`src/rtl/nt_node_pkg.sv`:
```
// rtl/nt_node_pkg.sv - shared FSM state and count-mode encodings for the node activity monitor
package nt_node_pkg;

    typedef enum logic [1:0] {
        ST_IDLE  = 2'd0,
        ST_COUNT = 2'd1,
        ST_DONE  = 2'd2
    } state_t;

    typedef enum logic {
        MODE_TOGGLE = 1'b0,
        MODE_LEVEL  = 1'b1
    } mode_t;

endpackage

```
`src/rtl/nt_node_sat_cnt.sv`:
```
// rtl/nt_node_sat_cnt.sv - per-channel event select and saturating counter
module nt_node_sat_cnt
    import nt_node_pkg::*;
#(
    parameter int CW = 16
) (
    input  logic          clk,
    input  logic          rst,
    input  logic          clr,
    input  logic          en,
    input  logic          mode,
    input  logic          node,
    input  logic          node_q,
    output logic [CW-1:0] cnt
);

    logic evt;

    always_comb begin
        evt = (mode == MODE_LEVEL) ? node : (node ^ node_q);
    end

    // Holds at all-ones instead of wrapping back to zero.
    always_ff @(posedge clk) begin
        if (rst || clr) begin
            cnt <= '0;
        end else if (en && evt && (cnt != {CW{1'b1}})) begin
            cnt <= cnt + CW'(1);
        end
    end

endmodule

```
`src/rtl/nt_node_activity_monitor.sv`:
```
// rtl/nt_node_activity_monitor.sv - windowed per-node toggle/level activity counter with rarity flags
module nt_node_activity_monitor
    import nt_node_pkg::*;
#(
    parameter int NCH = 8,
    parameter int CW  = 16,
    parameter int WW  = 16
) (
    input  logic               I1470,
    input  logic               I1477,
    input  logic [NCH-1:0]     node_i,
    input  logic               start_i,
    input  logic               mode_i,
    input  logic [WW-1:0]      win_len_i,
    input  logic [CW-1:0]      thresh_i,
    output logic               busy_o,
    output logic               done_o,
    output logic [NCH*CW-1:0]  count_o,
    output logic [NCH-1:0]     rare_o,
    output logic               any_rare_o
);

    state_t              state;
    state_t              state_nxt;
    logic [NCH-1:0]      node_q;
    mode_t               mode_q;
    logic [CW-1:0]       thresh_q;
    logic [WW-1:0]       rem;
    logic                start_acc;
    logic                cnt_en;
    logic [NCH*CW-1:0]   work;
    logic [NCH*CW-1:0]   res_q;
    logic [NCH-1:0]      rare_live;
    logic [NCH-1:0]      rare_q;
    logic [NCH-1:0]      rare_sel;

    always_comb begin
        start_acc = (state == ST_IDLE) && start_i;
        cnt_en    = (state == ST_COUNT);
    end

    always_ff @(posedge I1470) begin
        if (I1477) begin
            state <= ST_IDLE;
        end else begin
            state <= state_nxt;
        end
    end

    always_comb begin
        state_nxt = state;
        case (state)
            ST_IDLE: begin
                if (start_i) begin
                    state_nxt = (win_len_i == '0) ? ST_DONE : ST_COUNT;
                end
            end
            ST_COUNT: begin
                if (rem == WW'(1)) begin
                    state_nxt = ST_DONE;
                end
            end
            ST_DONE:  state_nxt = ST_IDLE;
            default:  state_nxt = ST_IDLE;
        endcase
    end

    // Window parameters are captured only when a start is accepted.
    always_ff @(posedge I1470) begin
        if (I1477) begin
            node_q   <= '0;
            mode_q   <= MODE_TOGGLE;
            thresh_q <= '0;
            rem      <= '0;
            res_q    <= '0;
            rare_q   <= '0;
        end else begin
            node_q <= node_i;
            if (start_acc) begin
                mode_q   <= mode_t'(mode_i);
                thresh_q <= thresh_i;
                rem      <= win_len_i;
            end else if (state == ST_COUNT) begin
                rem <= rem - WW'(1);
            end
            if (state == ST_DONE) begin
                res_q  <= work;
                rare_q <= rare_live;
            end
        end
    end

    for (genvar g = 0; g < NCH; g++) begin : g_ch
        nt_node_sat_cnt #(
            .CW (CW)
        ) u_cnt (
            .clk    (I1470),
            .rst    (I1477),
            .clr    (start_acc),
            .en     (cnt_en),
            .mode   (mode_q),
            .node   (node_i[g]),
            .node_q (node_q[g]),
            .cnt    (work[g*CW +: CW])
        );

        always_comb begin
            rare_live[g] = (work[g*CW +: CW] < thresh_q);
        end
    end

    // The DONE cycle presents the fresh result directly so done_o and the data line up.
    always_comb begin
        busy_o     = (state == ST_COUNT);
        done_o     = (state == ST_DONE);
        count_o    = (state == ST_DONE) ? work : res_q;
        rare_sel   = (state == ST_DONE) ? rare_live : rare_q;
        rare_o     = rare_sel;
        any_rare_o = |rare_sel;
    end

endmodule

```
`config.mk`:
```
export PLATFORM = sky130hd
export DESIGN_NAME = nt_node_activity_monitor
export DESIGN_NICKNAME = d
export VERILOG_FILES = /design/src/rtl/nt_node_pkg.sv /design/src/rtl/nt_node_sat_cnt.sv /design/src/rtl/nt_node_activity_monitor.sv
export SDC_FILE = /design/constraint.sdc
export NUM_CORES = 1
export LEC_CHECK = 0
export CORE_UTILIZATION = 50
export CTS_CLUSTER_DIAMETER = 50
export DETAILED_ROUTE_END_ITERATION = 7
export PLACE_DENSITY = 0.8
export SKIP_LAST_GASP = 1
export SLEW_MARGIN = 20
export SYNTH_ARGS = -nofsm -noshare
export SYNTH_HDL_FRONTEND = slang
export SYNTH_SLANG_ARGS = --single-unit
```
`constraint.sdc`:
```
create_clock -name I1470 -period 4.84 [get_ports I1470]
set_input_delay 1.21 -clock I1470 [delete_from_list [all_inputs] [get_ports I1470]]
set_output_delay 1.21 -clock I1470 [all_outputs]
set_load 0.02 [all_outputs]
```
== Word-level counts from Yosys, hierarchy flattened ==
Index checks and enable logic that the tools add are counted.
Word-level totals
  register bits after elaboration: 307
  input port bits: 44
  output and inout bits: 139
  logic and storage cells: 92
Operators by class
  add/subtract/negate cells: 9
  magnitude comparators: 8
  eq/ne operators: 13
  multiplexer cells: 16
  bitwise gates (word level): 8
  reduce and logical (&&, ||, !) cells: 23
Operator list (number)
  16-bit by 1-bit adder with 16-bit output (second input constant): 8
  16-bit < comparator: 8
  128-bit two-way mux: 1
  16-bit != test (second input constant): 8
  16-bit two-way mux: 2
  1-bit logical AND: 17
  16-bit by 1-bit equality test with 1-bit output (second input constant): 1
  16-bit zero test: 1
  16-bit by 1-bit subtractor with 16-bit output (second input constant): 1
  1-bit two-way mux: 8
  8-bit two-way mux: 1
  8-bit OR reduction: 1
  1-bit bitwise XOR: 8
  2-bit two-way mux: 3
  2-bit != test (second input constant): 2
  2-bit one-hot mux with 2 select lines: 1
  2-bit by 1-bit equality test with 1-bit output (second input constant): 1
  2-bit equality test (second input constant): 1
  2-bit zero test: 1
  2-bit AND reduction: 1
  2-bit nonzero test: 1
  1-bit logical OR: 1

== Logic depth before layout (Yosys ltp) ==
  depth after elaboration: 4
  depth in mapped cells: 10
  depth with buffers taken out: 8

== Hierarchy ==
A second synthesis with hierarchy kept.
Second synthesis, totals
  cells, all modules: 2072
  area total of the unflattened synthesis: 16891.2 sq um
By module, submodules not included
  nt_node_activity_monitor: times used 1, cells each 1272, area an instance 9684.3 sq um, seq. area each 3583.4 sq um
  nt_node_sat_cnt: times used 8, cells each 100, area an instance 900.9 sq um, seq. area each 320.3 sq um

== Worst setup path after synthesis ==
No wires, ideal clock.
  path type: register -> output
  from: register thresh_q[9]
  to: output port any_rare_o
  arrival time: 2326 ps
  data required time: 3630 ps
  setup slack: 1304 ps
  stages on the path, launching flop included: 9
  buffers on the path: 0
  cell sequence: dfxtp_1 > inv_1 > ha_1 > a21oi_1 > o21ai_0 > a2111o_1 > o21ai_0 > a221o_1 > nand4b_1
On the way
  word-level cells in the longest chain between the ends: 3
  elaborated cells between the ends (all ways): 10
  classes of those cells: 8 x order compare; 1 x mux; 1 x reduce/logical
Ends and longest elaborated chain
  start, declared: line nt_node_activity_monitor.sv:27  | logic [CW-1:0] thresh_q;
  start signal, assigned: line nt_node_activity_monitor.sv:81  | thresh_q <= thresh_i;
  16-bit < comparator: line nt_node_activity_monitor.sv:108  | rare_live[g] = (work[g*CW +: CW] < thresh_q);
  8-bit two-way mux
  net rare_o[4]: line nt_node_activity_monitor.sv:19  | output logic [NCH-1:0] rare_o,
  8-bit OR reduction: line nt_node_activity_monitor.sv:119  | any_rare_o = |rare_sel;
  end, declared: line nt_node_activity_monitor.sv:20  | output logic any_rare_o
The timed path passes the listed nets, and every way through them passes these cells.

== Worst setup path after layout ==
  from: register thresh_q[1]
  to: output port any_rare_o
On the way
  word-level cells in the longest chain between the ends: 3
  elaborated cells between the ends (all ways): 10
  classes of those cells: 8 x order compare; 1 x mux; 1 x reduce/logical
Ends and longest elaborated chain (line)
  16-bit < comparator: nt_node_activity_monitor.sv:108
  8-bit two-way mux (*)
  8-bit OR reduction (*): nt_node_activity_monitor.sv:119
Every way passes the cells marked *; elsewhere a longest branch is shown, timed or not.

==> impl_metrics.py <==
metrics = {
    "sta": {
        "worst_pin_slew_ns": 1.083,
        "relSlewSlack": 0.2783,
        "drv_slew": 0,
        "fin_crit_sh": 0.9593,
        "fin_tns_setup_ns": 0,
        "rsz0062_at_grt": "false",
        "skew_ns": 0.01571,
        "worst_slack_ns": 0.1972,
        "period_needed_ns": 4.643,
        "max_freq_ghz": 0.2154,
        "hold_viol": 0,
        "setup_viol": 0,
    },
    "clock_network": {
        "cts_root_buf": "clkbuf_16",
        "htree_levels": 2,
        "clk_pin_slew_ns": 0.06,
        "cts_tree": "done",
        "ctsHoldBuffers": 0,
        "ctsResizeCount": 0,
        "cts_made_buffers": 38,
        "clock_sinks": 307,
        "insertion_delay_ns": 0.52,
        "clock_path_buffers": 3,
        "post_cts_buffers": 0,
    },
    "placement": {
        "dp_slack_ns": 0.7842,
        "dpl_cell_area_um2": 17870,
        "numPortBuffers": 182,
        "gp_congestion": 0.9289,
        "hpwl_mm": 29.58,
    },
    "logic_synthesis": {
        "yosysWarnings": 0,
        "syn_area_um2": 15770,
        "yosys.area_share.simple": 0.3175,
        "synth-compound-area-share": 0.08409,
        "synth_top_family_by_area": "simple AND/OR/NAND/NOR gates",
        "synth-async-reset-ratio": 0,
        "synth_fa_ha_area_frac": 0.1031,
        "ys_seq_area_frac": 0.3897,
        "synth_edf_count": 0,
        "syn_area_per_cell_um2": 8.031,
        "netlist_instances": 1964,
        "synth.ff_latch_count": 307,
        "synth_xor_area_frac": 0.06941,
        "yosysUniqueCellTypes": 59,
        "synth_flop_cell": "dfxtp_1",
        "synthMuxAreaShare": 0.003173,
        "syn_nets": 2138,
    },
    "power_and_ir_drop": {
        "power.density_nw_per_um2": 312.2,
        "ir_worst_vdd_v": 0.0002415,
        "p_leak_uw": 0.007831,
    },
    "worst_setup_path": {
        "crit_start": "thresh_q[1]$_SDFFE_PP0P_",
        "crit_fanout": 8,
        "critPathMaxStageDelay_ns": 0.64,
        "worstPathArrival_ns": 3.43,
        "path_delay_family": "buffers and inverters",
        "crit_end": "any_rare_o",
        "reg2reg_from": "state[0]$_SDFFE_PP0P_",
        "cp.depth": 8,
        "cp_slowest_cell": "clkdlybuf4s50_1",
        "reg2reg_slack_ns": 2.17,
        "cp-end-kind": "output pin",
        "cp_num_buf_inv": 2,
        "rr_worst_depth": 8,
        "critPathKind": "reg2out",
        "cp_cell_sequence": "inv_1 > ha_1 > a2111oi_0 > o31ai_1 > a31o_2 > and4_1 > nand4b_1 > clkdlybuf4s50_1",
        "required_ns": 3.63,
        "startpoint_type": "flip-flop",
        "rr_endpoint": "g_ch[6].u_cnt.cnt[15]$_SDFFE_PP0P_",
    },
    "floorplan": {
        "die_y_um": 179.6,
        "die_area_um2": 32260,
        "core-area_um2": 30830,
        "io_pins": 183,
        "row_count": 64,
        "initial_core_util": 0.5116,
        "die_width_um": 179.6,
    },
    "global_route": {
        "grt_pass1_vias": 13862,
        "overflow": 0,
        "grt_start_max_net_pins": 131,
        "grt_pass1_wl_mm": 68.86,
        "grtUsageTotal": 0.2577,
        "antenna_found_initial": 0,
    },
    "finish": {
        "postLayoutCellArea_um2": 19110,
        "drive_above_1_share": 0.04301,
        "regArea_um2": 6146,
        "fillCellCount": 2615,
        "antennaDiodeCount": 0,
        "syn2layout_area_growth_pct": 21.16,
        "nets": 2284,
        "multi_input_comb_area_um2": 9120,
    },
    "routing": {
        "wl_per_cell_um": 16.69,
        "wirelength_mm": 42.32,
        "drc": 13,
        "vias_per_cell": 5.677,
        "dr.pass1.iters": 8,
        "antenna_left": 0,
        "vias": 14392,
        "drt_iter0_drc": 1104,
    },
    "run_status": {
        "violations": "design-rule violations",
        "outcome": "finished, violations left",
    },
    "run": {
        "maxCapViolCount": 0,
    },
    "min_path": {
        "min_path_type": "reg2reg",
    },
}
[metal layers]
layer  vias to the layer above  part of all wire  wire, µm  GRT usage
met5                         -                 0         0          0
met1                      6785              0.43     18070     0.3226
li1                       6928                 -         -          -
met4                         0             0.041      1753     0.1183
met3                       124             0.071      2985    0.04214
met2                       555              0.46     19510     0.4348
[synthesized netlist by cell type (44+ instances only)]
cell,instances,area [µm²]
nand3_1,58,290.3
nand2_1,485,1821
inv_1,44,165.2
nor2b_1,145,907.1
dfxtp_1,307,6146
a21oi_1,75,375.4
ha_1,130,1627
clkbuf_1,77,289.0
xor2_1,78,683.2
nand4_1,52,325.3
xnor2_1,47,411.6
nor2_1,174,653.1
[state kept, by name, indices dropped and copies added, names as in the netlist]
register and count:
g_ch.u_cnt.cnt 128, rare_q 8, thresh_q 16, mode_q 1, res_q 128, rem 16, node_q 8, state 2
[final cells by class]
type                       instances  share of cell area
sequential                       307              0.3216
tap                              396             0.02593
timing repair buffer             195              0.1018
multi-input combinational       1524              0.4772
clock buffer                      54             0.05834
clock inverter                    15            0.006351
inverter                          44            0.008708
[metrics by stage]
step	total power (µW)	hold WS, ns	utilization	cells
after global placement	3239	0.4446	0.5795	2465
after detailed placement	3261	0.4476	0.5797	2466
after floorplan	3049	0.4363	-	1964
after global routing	6165	0.4728	0.6198	2535
final	5966	0.4548	0.6198	2535
after CTS	5998	0.4556	0.6198	2535
[placed cells by master, fill, tap and decap left out, types with 11 or more instances in the layout]
cell	Yosys	final
nand4b_1	12	12
or3_1	13	13
clkbuf_16	0	41
xor2_1	78	78
a21oi_1	75	75
nand2_1	485	485
ha_1	130	130
nor2b_1	145	145
nand4_1	52	52
and3_1	26	26
nor2_1	174	174
inv_1	44	43
a21o_1	12	12
dfxtp_1	307	307
buf_4	0	11
nor3_1	24	24
o21ai_0	41	41
nand3_1	58	58
xnor2_1	47	47
and4_1	18	18
clkdlybuf4s50_1	0	181
nor4_1	22	22
nand2b_1	15	13
[worst min path at each step]
stage                                          from                        end  slack (ns)  cells past startpoint
after CTS                 thresh_q[10]$_SDFFE_PP0P_  thresh_q[10]$_SDFFE_PP0P_        0.46                      2
final                      thresh_q[1]$_SDFFE_PP0P_   thresh_q[1]$_SDFFE_PP0P_        0.45                      2
after detailed placement  thresh_q[10]$_SDFFE_PP0P_  thresh_q[10]$_SDFFE_PP0P_        0.45                      2
after floorplan           thresh_q[10]$_SDFFE_PP0P_  thresh_q[10]$_SDFFE_PP0P_        0.44                      2
after global placement    thresh_q[13]$_SDFFE_PP0P_  thresh_q[13]$_SDFFE_PP0P_        0.44                      2
after global routing      thresh_q[11]$_SDFFE_PP0P_  thresh_q[11]$_SDFFE_PP0P_        0.47                      2
[kinds of logic after synthesis]
group / after synthesis
flops: 307
buf+inv: 133
xor+xnor: 125
simple gates: 1061
compound gates: 203
mux: 5
fa+ha+maj: 130
[worst min-delay path: stages, from the launching register on]
cell and delay [ns]:
dfxtp_1 0.31, nand2_1 0.05, a21oi_1 0.05
[power breakdown]
| part | switching [µW] | total [µW] | internal (µW) |
|---|---|---|---|
| sequential | 39.1 | 2610 | 2570 |
| combinational | 390 | 619 | 229 |
| clock | 1110 | 2740 | 1630 |
Power figures use the tool's default switching activity.
